`src/rtl/store_pkg.sv`:
```
// store_pkg: shared encodings and helpers for the sub-word store controller.
//   size_e    : Bytes2Store encoding (none/byte/half/word)
//   state_e   : controller state encoding
//   misaligned: true when a store's size/offset combination cannot be issued
package store_pkg;

    typedef enum logic [1:0] {
        SZ_NONE = 2'd0,
        SZ_BYTE = 2'd1,
        SZ_HALF = 2'd2,
        SZ_WORD = 2'd3
    } size_e;

    typedef enum logic [2:0] {
        IDLE  = 3'd0,
        READ  = 3'd1,
        WAIT  = 3'd2,
        WRITE = 3'd3,
        ERR   = 3'd4
    } state_e;

    function automatic logic misaligned(input size_e sz, input logic [1:0] lo);
        return (sz == SZ_HALF && lo[0]) || (sz == SZ_WORD && lo != 2'b00);
    endfunction

endpackage

```
`src/rtl/store_lane_merge.sv`:
```
// store_lane_merge: combinational merge of store data into the old memory word.
//   old_word : word read from (or buffered for) the target address
//   reg_data : source register value
//   size     : store size (byte/half/word)
//   lane     : byte offset within the word (Address[1:0])
//   new_word : old_word with the addressed lane(s) replaced
module store_lane_merge
    import store_pkg::*;
(
    input  logic [31:0] old_word,
    input  logic [31:0] reg_data,
    input  size_e       size,
    input  logic [1:0]  lane,
    output logic [31:0] new_word
);

    logic [3:0]  be;
    logic [31:0] src;

    // Replicate the source so every lane already holds the right bytes;
    // the byte enables then choose which lanes take them.
    always_comb begin
        be  = size == SZ_BYTE ? 4'b0001 << lane :
              size == SZ_HALF ? (lane[1] ? 4'b1100 : 4'b0011) :
              size == SZ_WORD ? 4'b1111 : 4'b0000;
        src = size == SZ_BYTE ? {4{reg_data[7:0]}} :
              size == SZ_HALF ? {2{reg_data[15:0]}} : reg_data;
    end

    genvar i;
    for (i = 0; i < 4; i++) begin : g_lane
        assign new_word[8*i +: 8] = be[i] ? src[8*i +: 8] : old_word[8*i +: 8];
    end

endmodule

```
`src/rtl/store_rmw_ctrl.sv`:
```
// store_rmw_ctrl: sequences sb/sh/sw stores to a single-port synchronous data
// memory; sw writes directly, sb/sh read-modify-write the containing word.
// Optional feature macro STORE_FWD_EN: one-entry last-write buffer that lets
// a sb/sh to the most recently written word skip the memory read.
//   Clk, Reset   : clock, asynchronous active-high reset
//   StoreReq     : store request, held with operands until Done
//   Address      : byte address; RegData: source value; Bytes2Store: 1/2/3 = sb/sh/sw
//   MemRdData    : memory read data, valid RD_LAT cycles after MemRdEn
//   MemAddr      : word-aligned memory address
//   MemRdEn/MemWrEn/MemWrData : memory strobes and merged write word
//   Stall        : hold pipeline; Done: completion pulse; AlignErr: misaligned pulse
module store_rmw_ctrl
    import store_pkg::*;
#(
    parameter int RD_LAT = 1,
    parameter int AW     = 32
) (
    input  logic          Clk,
    input  logic          Reset,
    input  logic          StoreReq,
    input  logic [AW-1:0] Address,
    input  logic [31:0]   RegData,
    input  logic [1:0]    Bytes2Store,
    input  logic [31:0]   MemRdData,
    output logic [AW-1:0] MemAddr,
    output logic          MemRdEn,
    output logic          MemWrEn,
    output logic [31:0]   MemWrData,
    output logic          Stall,
    output logic          Done,
    output logic          AlignErr
);

    state_e        state;
    logic [AW-1:0] addr_q;
    logic [31:0]   data_q;
    size_e         size_q;
    logic [2:0]    cnt;
    logic [31:0]   old_word;
    logic [31:0]   merged;
    logic          fwd_hit;
    size_e         req_size;
    logic          req;

    assign req_size = size_e'(Bytes2Store);
    assign req      = StoreReq && req_size != SZ_NONE;

`ifdef STORE_FWD_EN
    logic [AW-3:0] fwd_addr;
    logic [31:0]   fwd_data;
    logic          fwd_vld;
    logic          use_fwd;

    assign fwd_hit = fwd_vld && fwd_addr == Address[AW-1:2];

    // Every completed write refreshes the buffer, so it always mirrors memory.
    always_ff @(posedge Clk or posedge Reset) begin
        if (Reset) begin
            fwd_addr <= '0;
            fwd_data <= '0;
            fwd_vld  <= 1'b0;
            use_fwd  <= 1'b0;
        end else begin
            if (state == IDLE && req)
                use_fwd <= fwd_hit;
            if (state == WRITE) begin
                fwd_addr <= addr_q[AW-1:2];
                fwd_data <= merged;
                fwd_vld  <= 1'b1;
            end
        end
    end

    assign old_word = use_fwd ? fwd_data : MemRdData;
`else
    assign fwd_hit  = 1'b0;
    assign old_word = MemRdData;
`endif

    // The memory presents read data during the WRITE cycle, so the merge
    // consumes MemRdData directly there instead of through an extra register.
    store_lane_merge u_merge (
        .old_word (old_word),
        .reg_data (data_q),
        .size     (size_q),
        .lane     (addr_q[1:0]),
        .new_word (merged)
    );

    always_ff @(posedge Clk or posedge Reset) begin
        if (Reset) begin
            state  <= IDLE;
            addr_q <= '0;
            data_q <= '0;
            size_q <= SZ_NONE;
            cnt    <= '0;
        end else begin
            case (state)
                IDLE: if (req) begin
                    addr_q <= Address;
                    data_q <= RegData;
                    size_q <= req_size;
                    cnt    <= '0;
                    state  <= misaligned(req_size, Address[1:0]) ? ERR :
                              (req_size == SZ_WORD || fwd_hit) ? WRITE : READ;
                end
                READ:  state <= RD_LAT > 1 ? WAIT : WRITE;
                WAIT: begin
                    cnt <= cnt + 3'd1;
                    if (cnt == 3'(RD_LAT - 2))
                        state <= WRITE;
                end
                default: state <= IDLE;
            endcase
        end
    end

    // Strobes are decoded from state so an asynchronous reset kills them at once.
    assign MemAddr   = {addr_q[AW-1:2], 2'b00};
    assign MemRdEn   = state == READ;
    assign MemWrEn   = state == WRITE;
    assign MemWrData = MemWrEn ? merged : '0;
    assign Done      = state == WRITE || state == ERR;
    assign AlignErr  = state == ERR;
    assign Stall     = !Reset && (state == IDLE ? req : (state == READ || state == WAIT));

endmodule

```
`config.mk`:
```
export PLATFORM = sky130hd
export DESIGN_NAME = store_rmw_ctrl
export DESIGN_NICKNAME = d
export VERILOG_FILES = /design/src/rtl/store_pkg.sv /design/src/rtl/store_lane_merge.sv /design/src/rtl/store_rmw_ctrl.sv
export SDC_FILE = /design/constraint.sdc
export NUM_CORES = 1
export LEC_CHECK = 0
export CORE_ASPECT_RATIO = 1.1
export CORE_MARGIN = 3
export CORE_UTILIZATION = 40
export CTS_CLUSTER_SIZE = 24
export DETAILED_ROUTE_END_ITERATION = 8
export GPL_TIMING_DRIVEN = 0
export PLACE_DENSITY = 0.88
export RECOVER_POWER = 50
export SYNTH_ARGS = -nofsm -noshare
export SYNTH_HDL_FRONTEND = slang
export SYNTH_SLANG_ARGS = --single-unit
export TNS_END_PERCENT = 30
```
`constraint.sdc`:
```
create_clock -name Clk -period 2.12 [get_ports Clk]
set_input_delay 0.318 -clock Clk [delete_from_list [all_inputs] [get_ports Clk]]
set_output_delay 0.318 -clock Clk [all_outputs]
set_load 0.02 [all_outputs]
```
==> summary.txt <==
CP startpoint kind - flop
Worst Setup End Kind - output port
Crit-path max FO - 9
Gr ovfl total - 0
Post-route insts no fill - 702
Slew margin rel. - 10.0%
Largest net degree at the start of global routing - 44
Register bit total from synthesis - 72
Vias in the first global route - 3921
DRC Markers - 0
Num CTS Buffers - 9
Synthesis-to-finish area growth - 60.2%
Multi-input gate area - 2160 um^2
Status - finished, violations left
Vias - 3637
IO Pins - 170
FF+latch area - 1810 um^2
CTS tree - yes
CTS H-tree lvls - 3
Syn Inst Count - 359
CP max stage delay - 480 ps
RSZ-0062 raised after global routing - yes
Buffers on Ports - 167
First-pass GRT wire length - 20400 um
Worst Hold End - addr_q[5]$_DFFE_PP0P_
Kind of critical path - reg2out
Fin. Hold Viols - 0
Worst Hold Launch - addr_q[5]$_DFFE_PP0P_
Flop2flop setup slack - -40 ps
Clock Skews - 9.99 ps
WP data arrival - 1930 ps
Post-Route WL - 13400 um
Synth cell types - 43
Area after DPL - 6080 um^2
Total power - 10.9 mW
Total Neg Setup Slack - -2240 ps
CTS Buffer Depth - 2
CP max-delay cell - or3_4
Prevailing post-synth register cell - dfrtp_1
Crit-path cells - and2_4 -> or3_4 -> a211oi_2 -> buf_4
Hold depth - 1
Total die area - 11800 um^2
Power per Cell Area - 1620 nW/um^2
Asr flop ratio synth - 100%
Post-DRT Antenna Nets - 0
Synth Area per Inst - 11.7 um^2
Sequential share of the synthesized area - 42.8%
Max-Cap Viols - 0
Initial core utilization - 41.7%
RePlAce Congestion - 0.899
Number of flops mapped to enable cells by yosys - 0
Worst-Margin Slew - 1340 ps
Post-Route Utilization - 66.9%
# fillers - 750
Failing checks - setup timing
Worst path required time - 1800 ps
Worst-Skew Late Latency - 340 ps
# setup viols final - 34
Drt first pass iters - 4
Iteration-0 DRC Markers - 190
Ys Warns - 0
Wire length per cell - 19.1 um
Tcrit/Tclk final - 106%
Post-route cell area - 6740 um^2
Root buffer cell - clkbuf_8
Setup ws final - -128 ps
VDD IR max - 0.000757 V
Share of layout cells above drive strength 1 - 42.3%
Place WS - -854 ps
R2R cell count - 7
Core area - 10100 um^2
Hold Path Class - reg2reg
R2r endpoint - addr_q[13]$_DFFE_PP0P_
Row cnt - 38
Initial antenna violation count - 0
Average via count per standard cell - 5.18
Worst hold slack - 490 ps
Cell area after synthesis - 4210 um^2
Die W - 104 um
Post-route minimum period - 2250 ps
Slew Limit Fails - 0
Clock sink count - 72
Pleak - 3.00 nW
Antenna cells - 0
Reg2Reg Launch Point - state[1]$_DFFE_PP0P_
Clk slew on worst S/H paths - 80 ps
Layout net count - 660
Placed Instances - 668
Fmax achieved - 445 MHz
HPWL after DPL - 9330 um
Total track usage - 21.8%
Die Y - 114 um
==> synth_stat cells (2+ instances only) <==
library cell | count | share of area, %
and3b_1 | 3 | 0.62
nand2_1 | 29 | 2.6
nor4_1 | 8 | 1.2
nand2b_1 | 2 | 0.30
buf_6 | 9 | 2.4
or2_2 | 2 | 0.30
dfrtp_1 | 72 | 43
o21ai_0 | 5 | 0.59
buf_4 | 33 | 5.9
nor2_1 | 3 | 0.27
nand3_1 | 2 | 0.24
o31ai_1 | 8 | 1.4
nor3b_1 | 3 | 0.54
o22ai_1 | 9 | 1.3
a21oi_1 | 10 | 1.2
ha_1 | 2 | 0.59
buf_1 | 3 | 0.27
mux2_2 | 53 | 14
mux2i_1 | 40 | 9.5
inv_1 | 2 | 0.18
a211oi_1 | 8 | 1.4
o21a_1 | 2 | 0.36
buf_2 | 3 | 0.36
mux2_4 | 20 | 7.1
clkbuf_1 | 10 | 0.89
==> per-layer routing <==
metal	track usage (%)	routed length (um)	vias up
li1	-	-	1649
met1	26.0	5180	1787
met2	38.1	6840	170
met3	5.77	1000	31
met4	8.33	380	0
met5	0	0	-
==> where the power goes <==
part	internal (mW)	switching (mW)
combinational	3.96	3.18
clock	0.574	0.516
sequential	2.08	0.598
total	6.61	4.30
==> logic make-up (layout without fill, tap and decap cells) <==
logic type	count (synthesis)	after routing	synth area share [%]
multiplexers	114	114	31.1
AND/OR/NAND/NOR	61	61	7.76
buffers and inverters	62	264	10.2
flip-flops	72	72	42.8
AO/OA/AOI/OAI	45	45	6.84
adder cells (fa/ha/maj)	2	2	0.595
XOR/XNOR	2	2	0.595
other	1	2	0.0891
==> registers in the layout (all words and copies together), names as in the netlist <==
signal  cells
addr_q     32
cnt         3
data_q     32
size_q      2
state       3
==> final cells by class <==
cell class	count	share of cell area, %
buffer	51	7.03
inverter	3	0.334
multi-input combinational	226	32.0
tap	140	2.60
clock buffer	11	2.10
clock inverter	5	0.835
timing repair buffer	194	28.3
sequential	72	26.8
==> layout by cell type, fill, tap and decap left out, drive strengths merged, types with 2 or more instances in the layout <==
cell | Yosys | final
o22ai | 9 | 9
conb | 1 | 2
dlygate4sd3 | 0 | 12
clkinvlp | 0 | 2
nor4 | 8 | 8
mux2i | 40 | 40
mux2 | 74 | 74
inv | 2 | 2
xnor2 | 2 | 2
buf | 48 | 107
clkbuf | 11 | 15
nor3b | 4 | 4
a21oi | 11 | 11
and3b | 3 | 3
nand2 | 29 | 29
nand3 | 2 | 2
o21a | 2 | 2
a211oi | 8 | 8
clkinv | 1 | 3
nand2b | 2 | 2
nor2 | 3 | 3
or2 | 3 | 3
o31ai | 8 | 8
dfrtp | 72 | 72
ha | 2 | 2
dlygate4sd2 | 0 | 2
o21ai | 6 | 6
clkdlybuf4s50 | 0 | 118
==> worst max path at each step <==
stage,from,end,slack (ps),cells after the start
final,size_q[0]$_DFFE_PP0P_,MemWrData[10],-130,4
after global routing,size_q[0]$_DFFE_PP0P_,MemWrData[11],-180,4
after CTS,size_q[0]$_DFFE_PP0P_,MemWrData[21],-120,5
after detailed placement,state[2]$_DFFE_PP0P_,MemWrData[5],-850,8
after global placement,state[2]$_DFFE_PP0P_,MemWrData[5],-770,8
after floorplan,size_q[0]$_DFFE_PP0P_,MemWrData[10],-130,6
==> repair_timing <==
| action | 4_1_cts | 5_1_grt |
|---|---|---|
| setup endpoints to repair | 36 | 101 |
| setup buffers | 12 | 14 |
| gates resized for setup | 227 | 35 |
| hold buffers | 0 | 0 |
| pin swaps | 5 | 13 |
| cloned | 1 | 0 |
==> critical path: cells and delay by family, from the launching register on <==
kind	cells	cell delay (ps)
flops	1	470
simple gates	2	680
buf+inv	1	180
compound gates	1	250
No activity file was read; power rests on OpenSTA's default activity.
